[src/rtl/reg_dump_uart.sv]
// Dumps all 32 CPU registers as ASCII hex records over a UART transmitter (8N1).
// Define REG_DUMP_CRLF_EN to end each record with CR LF instead of a single space.
module reg_dump_uart #(
  parameter int CLKS_PER_BIT = 868
) (
  input  logic        clk,
  input  logic        reset,
  input  logic        start,
  output logic [4:0]  reg_sel,
  input  logic [31:0] reg_data,
  output logic        tx,
  output logic        busy,
  output logic        done,
  output logic [2:0]  state_dbg
);

`ifdef REG_DUMP_CRLF_EN
  localparam int NUM_BYTES = 10;
`else
  localparam int NUM_BYTES = 9;
`endif
  localparam logic [15:0] BAUD_RELOAD = 16'(CLKS_PER_BIT - 1);
  localparam logic [3:0]  LAST_BYTE   = 4'(NUM_BYTES - 1);

  typedef enum logic [2:0] {IDLE, SEL, CAPT, SEND, NEXT} state_t;

  state_t      state, state_nx;
  logic [4:0]  index;
  logic [31:0] shadow;
  logic [3:0]  byte_cnt;
  logic [3:0]  bit_cnt;
  logic [15:0] baud_cnt;
  logic        bit_end, frame_end, byte_last;
  logic [31:0] shifted;
  logic [3:0]  nibble;
  logic [7:0]  tx_byte;
  logic        frame_bit;

  assign reg_sel   = index;
  assign state_dbg = state;
  assign bit_end   = (baud_cnt == 16'd0);
  assign frame_end = bit_end && (bit_cnt == 4'd9);
  assign byte_last = (byte_cnt == LAST_BYTE);

  // Character of the current record byte: hex digits MSB nibble first, then separator.
  always_comb begin
    shifted = shadow << {byte_cnt[2:0], 2'b00};
    nibble  = shifted[31:28];
    tx_byte = 8'h20;
    if (byte_cnt < 4'd8) begin
      tx_byte = (nibble < 4'd10) ? {4'h3, nibble} : (8'h37 + {4'h0, nibble});
    end else begin
`ifdef REG_DUMP_CRLF_EN
      tx_byte = (byte_cnt == 4'd8) ? 8'h0D : 8'h0A;
`else
      tx_byte = 8'h20;
`endif
    end
  end

  // Bit slot 0 is the start bit, 1..8 carry data LSB first, 9 is the stop bit.
  always_comb begin
    frame_bit = 1'b1;
    if (bit_cnt == 4'd0) begin
      frame_bit = 1'b0;
    end else if (bit_cnt <= 4'd8) begin
      frame_bit = tx_byte[3'(bit_cnt - 4'd1)];
    end
  end

  always_ff @(posedge clk or posedge reset) begin
    if (reset) begin
      state <= IDLE;
    end else begin
      state <= state_nx;
    end
  end

  always_comb begin
    state_nx = state;
    busy     = 1'b1;
    done     = 1'b0;
    tx       = 1'b1;
    case (state)
      IDLE: begin
        busy = 1'b0;
        if (start) state_nx = SEL;
      end
      SEL:  state_nx = CAPT;
      CAPT: state_nx = SEND;
      SEND: begin
        tx = frame_bit;
        if (frame_end && byte_last) state_nx = NEXT;
      end
      NEXT: begin
        if (index == 5'd31) begin
          done     = 1'b1;
          state_nx = IDLE;
        end else begin
          state_nx = SEL;
        end
      end
      default: state_nx = IDLE;
    endcase
  end

  always_ff @(posedge clk or posedge reset) begin
    if (reset) begin
      index    <= 5'd0;
      shadow   <= 32'd0;
      byte_cnt <= 4'd0;
      bit_cnt  <= 4'd0;
      baud_cnt <= 16'd0;
    end else begin
      case (state)
        IDLE: if (start) index <= 5'd0;
        CAPT: begin
          shadow   <= reg_data;
          byte_cnt <= 4'd0;
          bit_cnt  <= 4'd0;
          baud_cnt <= BAUD_RELOAD;
        end
        SEND: begin
          // Reload at every bit boundary so frame timing never accumulates error.
          if (bit_end) begin
            baud_cnt <= BAUD_RELOAD;
            if (bit_cnt == 4'd9) begin
              bit_cnt <= 4'd0;
              if (!byte_last) byte_cnt <= byte_cnt + 4'd1;
            end else begin
              bit_cnt <= bit_cnt + 4'd1;
            end
          end else begin
            baud_cnt <= baud_cnt - 16'd1;
          end
        end
        NEXT: if (index != 5'd31) index <= index + 5'd1;
        default: ;
      endcase
    end
  end

endmodule

[config.mk]
export PLATFORM = sky130hd
export DESIGN_NAME = reg_dump_uart
export DESIGN_NICKNAME = d
export VERILOG_FILES = /design/src/rtl/reg_dump_uart.sv
export SDC_FILE = /design/constraint.sdc
export NUM_CORES = 1
export LEC_CHECK = 0
export CAP_MARGIN = 10
export CELL_PAD_IN_SITES_DETAIL_PLACEMENT = 1
export CELL_PAD_IN_SITES_GLOBAL_PLACEMENT = 1
export CORE_ASPECT_RATIO = 1.4
export CORE_MARGIN = 2
export CORE_UTILIZATION = 43
export DETAILED_ROUTE_END_ITERATION = 16
export PLACE_DENSITY_LB_ADDON = 0.1
export REMOVE_ABC_BUFFERS = 1
export SYNTH_ARGS = -nofsm -noshare
export SYNTH_HDL_FRONTEND = slang
export SYNTH_SLANG_ARGS = --single-unit
[constraint.sdc]
create_clock -name clk -period 3.1 [get_ports clk]
set_clock_uncertainty 0.2 [all_clocks]
set_input_delay 0.62 -clock clk [delete_from_list [all_inputs] [get_ports clk]]
set_output_delay 0.62 -clock clk [all_outputs]
set_load 0.01 [all_outputs]
==> metrics list, run 1 <==
- Using the TritonRoute via totals, the vias-per-cell ratio works out to between 5 and 6.
- The worst hold path begins at baud_cnt[15].
- Total net switching power: 0.413 mW
- The number of antenna diodes in the final layout is 0.
- The number of hold-slack violations in the final timing report was 0.
- Internal power comes to approximately 1.3 mW.
* Antenna violations before repair: 0
* Setup Viol. Count Final: 1
- The final critical path takes up 108% of the cycle.
- Source-to-sink clock delay at the later pin of the worst-skew pair: roughly 0.35 ns
* Leading area contributor after synthesis: dfrtp_1
- Largest fanout of any net on the critical path: 5
- In the final design database the tool counted about 450 nets.
- Core Util, Final: 58.8%
- Most frequent cells after synthesis: dfrtp_1, mux2_2, nand2_1
- Via count: 2853
- Initial core utilization: 44.7%
* Data arrival time of the critical path: roughly 2.5 ns
- The detail route stage leaves a number of antenna-violating nets equal to 0.
* CTS Buffer Depth: 2
- Failing checks: setup timing
* Clock slew at the register clock pins of the worst setup and hold paths: approximately 0.08 ns
* Maximum number of pins on one net before global-route repair: 65
- The first global-routing pass estimated 15.4 mm of wire.
* Initial detailed-routing violation count: 80
* Final Instance Count excl. Fillers: 513
- Share of total power consumed by net switching: 24.1%
- In the post-synthesis netlist, the biggest area contributors are dfrtp_1, mux2_2, ha_1.
- Max-capacitance violation count: 0
- Placeable core area: between 0.007 and 0.008 mm^2
* Detailed-route wire length: 8.92 mm
- Fraction of power consumed by combinational cells: 6.9%
- Number of enable-type register cells in the synthesized netlist: 0
- P&R area growth vs syn: 31.6%
- Synth Flop Type: dfrtp_1
- Count of clock tree sinks: between 60 and 70
- Most frequent cell after synthesis: dfrtp_1
- The die is between 100 and 150 um tall.
* Number of top-level pins: 46
* Total placed cells including tap cells: roughly 500
- Average detailed-routed wire length per instance: ~17 um
- Overall fraction of global-route tracks in use: ~22%
- The cell sitting at the root of the clock tree is a clkbuf_8.
* RePlAce Congestion: 0.868
- For this run, design rule violations remaining after detail routing come to 0.
* Clock tree from TritonCTS: done
* Critical path data required time: 2.28 ns
* Run status: complete, but fails checks
- The post-route netlist has about 30% of its cells at a drive strength greater than 1.
- Synth top area share: 45.9%
- Of all flip-flops after synthesis, the portion carrying an async set or reset was 100%.
- Timing would allow up to approximately 300 MHz.
- The die covers 0.00885 mm^2.
- PnR worst setup slack: -0.255 ns
- Critical Path Sink Type: output pin
- Clk pwr share: 42.4%
* TritonCTS Buffers: 9
- Number of instances in the synthesized netlist: roughly 330
- At the pin with the least slew margin, the transition time is 0.627 ns.
- The worst-case IR drop observed on VDD is 382 uV.
- In this run the static leakage power is 1.96 nW.
- The design draws 1.71 mW.
* Proportion of power drawn by flip-flops and latches: 50.7%
- Final critical delay including setup and external delays: about 3.4 ns
* Total power divided by cell area: 374 mW/mm^2
- The number of slew-limit violations in the final report is 0.
* Cell Area, Synth: between 0.003 and 0.004 mm^2
* Launching element of the worst setup path: byte_cnt[0]
* Hold-fix buffer count after cts: 0
- Die Wd: 80.1 um
- Worst R2R Start: baud_cnt[4]
- First drt pass iteration count: 4
- In this run the worst hold path is classified as flip-flop to flip-flop.
- Nature of the critical path startpoint: flip-flop
- Setup repair after global routing could not meet its margin everywhere.
- Critical path type: flip-flop to output pin
- Placement Rows: 38
* Aggregate global routing overflow: 0
- Port Buf Inserts: between 40 and 50
- Estimated wirelength of the detail-placed design: 6.27 mm
- The number of global-route vias before repair is between 3000 and 4000.
* Count of distinct cell types in the synthesized netlist: 55
* Sequential cell area fraction in the yosys report: between 40% and 50%
- Counting flops and latches in the post-synthesis netlist gives 64.
- Dividing the synthesized area by the synthesized cell count gives between 10 and 15 um^2.
- Worst slew margin relative to its limit: 57.8%
- CTS built an H-tree with a depth of 3.
- Synthesis warning total: 0
==> metal layers <==
metal	up-vias	track usage, %	routed length, um
li1	1343	-	-
met1	1449	25.2	3430
met2	42	40.4	5060
met3	19	2.94	175
met4	0	11.4	255
met5	-	0	0
==> worst paths after layout <==
path,slack [ns],cells after the start,endpoint
max,-0.26,9,tx
max reg2reg,0.59,5,bit_cnt[3]
min,0.29,1,baud_cnt[15]
min reg2reg,0.29,1,baud_cnt[15]
min in group asynchronous,0.51,3,reg_sel[0]
max in group asynchronous,1.91,3,byte_cnt[0]
==> through the flow <==
step,cell area [um^2],hold WS (ns),setup TNS [ns],setup slack (ns)
after detailed placement,4270,0.282,-0.415,-0.415
after CTS,4560,0.291,-0.220,-0.220
after global routing,4590,0.323,-0.336,-0.336
final,4590,0.290,-0.255,-0.255
after global placement,4270,0.273,-0.324,-0.324
after floorplan,3420,0.246,-0.0364,-0.0364
==> power groups by stage <==
stage / Clock, mW / Sequential [mW] / Combinational, mW
after floorplan: 0 / 0.879 / 0.0486
after global placement: 0 / 0.884 / 0.108
after detailed placement: 0 / 0.885 / 0.111
after CTS: 0.747 / 0.869 / 0.119
after global routing: 0.777 / 0.871 / 0.130
final: 0.726 / 0.869 / 0.119
==> cell usage in the layout, fill, tap and decap left out, drive strengths merged, types with 2 or more instances in the layout <==
cell	Yosys	routed
dfrtp	64	64
mux2	35	35
clkdlybuf4s50	0	44
or3	4	4
clkbuf	10	9
xnor2	8	8
buf	4	41
nand4b	2	2
clkinv	0	4
a31oi	3	3
clkinvlp	0	2
o31ai	2	2
nor2b	5	5
nand3	6	6
a41oi	2	2
a21oi	8	8
a21o	3	3
o21ai	16	16
inv	11	11
a22o	7	7
and3b	2	2
a211o	2	2
a21boi	2	2
nand2b	2	2
mux2i	13	13
mux4	4	4
and2	2	2
nand4	3	3
nor3	12	12
and3	6	6
nand2	34	34
nor4	4	4
nor2	24	24
ha	11	11
==> kinds of logic (layout without fill, tap and decap cells) <==
kind of cell / count (synthesis) / in the layout / synth area share (%)
simple gates: 112 / 112 / 17.0
fa+ha+maj: 11 / 11 / 3.95
flops: 64 / 64 / 45.9
compound gates: 53 / 53 / 10.2
buf+inv: 25 / 112 / 3.02
mux: 52 / 52 / 17.6
xor+xnor: 9 / 9 / 2.26
==> state kept, by name, indices dropped and copies added (netlist names) <==
register and count:
bit_cnt 4, state_dbg 3, shadow 32, byte_cnt 4, baud_cnt 16, reg_sel 5
==> final cells by class <==
class,count,area [um^2]
well taps,100,125
clock inverters,7,72.6
repair buffers,85,766
inverters,11,41.3
flip-flops and latches,64,1610
multi-input cells,237,1850
fillers,846,3210
clock buffers,9,124
==> what timing repair did <==
item,CTS,global route
gates cloned,0,0
resized for setup,17,7
buffers inserted,6,0
pin swaps,4,4
endpoints found under the setup margin,1,2
==> worst max-delay path: stages (launching register included) <==
cell and delay, ns:
dfrtp_2 0.43, mux4_2 0.55, mux2i_4 0.24, ha_4 0.19, inv_2 0.04, a41oi_2 0.14
o32a_1 0.18, o21ai_1 0.07, a41o_1 0.21, buf_2 0.14
(Power assumes the default switching activity.)
==> run 2: changes to the inputs <==
ABC_CLOCK_PERIOD_IN_PS = 3100   (was default)
==> results of run 2 <==
The final DEF is identical to that of run 1; final timing and power are the same.
==> run 3: changes to the inputs <==
CAP_MARGIN = default   (was 10)
CORE_UTILIZATION = 45   (was 43)
CTS_BUF_LIST = sky130_fd_sc_hd__clkbuf_2 sky130_fd_sc_hd__clkbuf_4 sky130_fd_sc_hd__clkbuf_8   (was default)
CTS_CLUSTER_SIZE = 20   (was default)
==> metrics list, run 3 (synthesis gave the netlist of run 1 again) <==
- Nature of the critical path startpoint: flip-flop
* Highest-count cells in the layout ignoring fill and taps: dfrtp_1, clkdlybuf4s50_1, mux2_2, nand2_1, buf_4
* Final critical delay including setup and external delays: 3.33 ns
- The number of antenna violations at the first check in global routing is 0.
- Clock tree synthesis selected as its root buffer the cell clkbuf_8.
* Crit path max-delay family: multiplexers
* Largest Register: shadow
- Worst min-delay path startpoint: baud_cnt[15]
* Total net switching power: 0.387 mW
- Along the worst path, the maximum fanout reaches 6.
* Remaining antenna violation count after routing: 0
- Period utilization: 108%
- For this run, the total global-route usage over all layers was measured as 22.8%.
- Data arrival time of the critical path: 2.51 ns
- Endpoint of the most critical register-to-register path: bit_cnt[3]
* Failing checks: setup timing
- The worst-case IR drop observed on VDD is 318 uV.
- Pin placement for this block handled 46 I/O pins.
- The floorplan step set the die height to 108 um.
* Average detailed-routed wire length per instance: 18.2 um
- Number of cells on the worst hold path: 1
- The HPWL after detailed placement is 6.44 mm.
- Internal power comes to 1.43 mW.
- After clock tree synthesis, the flow added hold-fix buffers numbering 0.
- The first global-routing pass estimated ~15 mm of wire.
* Setup Viol. Count Final: 1
* RePlAce Congestion: just under 0.9
- Total power divided by cell area: a little under 400 mW/mm^2
* First drt pass iteration count: 4
* Nets@finish: 451
- After detailed placement, the design holds a cell count of between 400 and 500.
* Placeable core area: 0.00765 mm^2
* Fill cell instance count of the final layout: 820
- In this run the number of cells on the critical path is 9.
- Net switching is around a fifth of the power.
* Share of cells above drive strength 1: ~28%
* Remaining DRCs: 0
- P&R area growth vs syn: 31.5%
* Worst Reg-to-Reg Cells: 5
- Via count of the first global-routing pass: 3137
- The tree built by TritonCTS fans out to 64 sinks.
- Summing all multi-input logic gate instances after layout gives 0.00184 mm^2.
* Fraction of power consumed by combinational cells: between 6 and 7%
- Source-to-sink clock delay at the later pin of the worst-skew pair: 0.35 ns
* Critical path type: flip-flop to output pin
- Max-capacitance violation count: 0
- Global routing finished with a remaining overflow of 0.
- The critical path goes through mux4_2 > mux2i_4 > ha_4 > inv_2 > a41oi_2 > o32a_1 > o21ai_1 > a41o_1 > buf_2.
* Internal reg-to-reg setup slack: 0.56 ns
* Via count: 2840
* Post-detailed-route via-to-cell ratio: 5.57
- In this run the number of H-tree levels came out at 3.
- Leakage power figure: 1.97 nW
- Max stage delay on crit path: 0.56 ns
- Seq. cell area: around 0.0016 mm^2
- Run status: complete, but fails checks
- Largest register FFs: 32
- In this run the tightest slew margin relative to its limit is 54.0%.
- TritonCTS built the clock tree.
* Buffering stage count on the worst path with inverters included: 2
- Cell at the slowest stage of the critical path: mux4_2
- The repair_antennas step left the layout with diodes totalling 0.
* Leading cell type in the layout, fill and taps excluded: dfrtp_1
- Clock-pin slew was measured on the worst setup and hold paths at 0.08 ns.
- Initial core utilization: 45.5%
* Tightest Hold Check Type: flip-flop to flip-flop
- Maximum number of pins on one net before global-route repair: 35
* Port Buf Inserts: between 40 and 50
- Critical path data required time: roughly 2.3 ns
* RSZ-0062 raised after global routing: true
* Number of max-slew violations in the final report: 0
- Hold slack: approximately 0.29 ns
- CTS Buffer Depth: 2
* Actual transition at the worst max-transition pin: ~0.7 ns
- Final Hold Vio Count: 0
* Worst R2R Start: baud_cnt[4]
- PnR worst setup slack: -0.234 ns
- Initial detailed-routing violation count: 94
- Die area: between 0.008 and 0.009 mm^2
* Final Instance Count excl. Fillers: 510
* TritonCTS Buffers: 9
- Clk pwr share: 45.7%
- Hold Path End: baud_cnt[15]
* Placement Rows: 38
- Critical Path Sink Type: output pin
* Detailed-route wire length: between 9 and 10 mm
- In this run, flip-flops and latches consume 47.8% of the power.
* Peak clock frequency supported by timing: 300 MHz
* Die Wd: 78.4 um
==> run 3: cell types whose count changed in the layout (fill, tap and decap cells not counted), sizes merged <==
| cell | delta |
|---|---|
| buf | -3 |
| clkinvlp | -2 |
| clkbuf | +4 |
| clkinv | -3 |
| bufinv | +1 |
==> run 3: how the worst max path moves through the flow <==
stage	from	slack (ns)	end
final	byte_cnt[0]	-0.23	tx
after CTS	byte_cnt[0]	-0.28	tx
after global placement	byte_cnt[0]	-0.34	tx
after detailed placement	byte_cnt[0]	-0.37	tx
after floorplan	byte_cnt[0]	-0.04	tx
after global routing	byte_cnt[0]	-0.35	tx
==> run 3: layout make-up <==
| cell class | instances | area share, % |
|---|---|---|
| multi-input cells | 237 | 40.2 |
| flip-flops and latches | 64 | 35.0 |
| inverters | 11 | 0.901 |
| clock inverters | 3 | 1.42 |
| clock buffers | 13 | 3.49 |
| well taps | 100 | 2.73 |
| repair buffers | 82 | 16.3 |
==> run 3: metal layers <==
layer / up-vias / global-route usage (%) / routed length, um
li1: 1328 / - / -
met1: 1444 / 24.7 / 3510
met2: 46 / 44.2 / 5280
met3: 22 / 3.51 / 212
met4: 0 / 8.52 / 262
met5: - / 0 / 0
==> run 3: stage by stage <==
step | instance area [um^2] | setup TNS (ns) | setup WS, ns | util (%) | power, mW
3_5_place_dp | 4220 | -0.367 | -0.367 | 55.2 | 0.997
2_1_floorplan | 3420 | -0.0364 | -0.0364 | - | 0.927
6_report | 4580 | -0.234 | -0.234 | 59.9 | 1.82
4_1_cts | 4460 | -0.283 | -0.283 | 58.3 | 1.82
3_3_place_gp | 4220 | -0.339 | -0.339 | 55.2 | 0.992
5_1_grt | 4580 | -0.353 | -0.353 | 59.9 | 1.88
==> run 3: what timing repair did <==
item,in CTS,in global routing
pin swaps,3,7
cloned,0,0
buffers inserted,0,9
resized for setup,10,12
endpoints found under the setup margin,1,2
==> run 3: power groups by stage <==
stage	logic, mW	clock network, mW	registers, mW
2_1_floorplan	0.0486	0	0.879
3_3_place_gp	0.109	0	0.883
3_5_place_dp	0.112	0	0.885
4_1_cts	0.114	0.840	0.869
5_1_grt	0.131	0.882	0.871
6_report	0.119	0.831	0.870
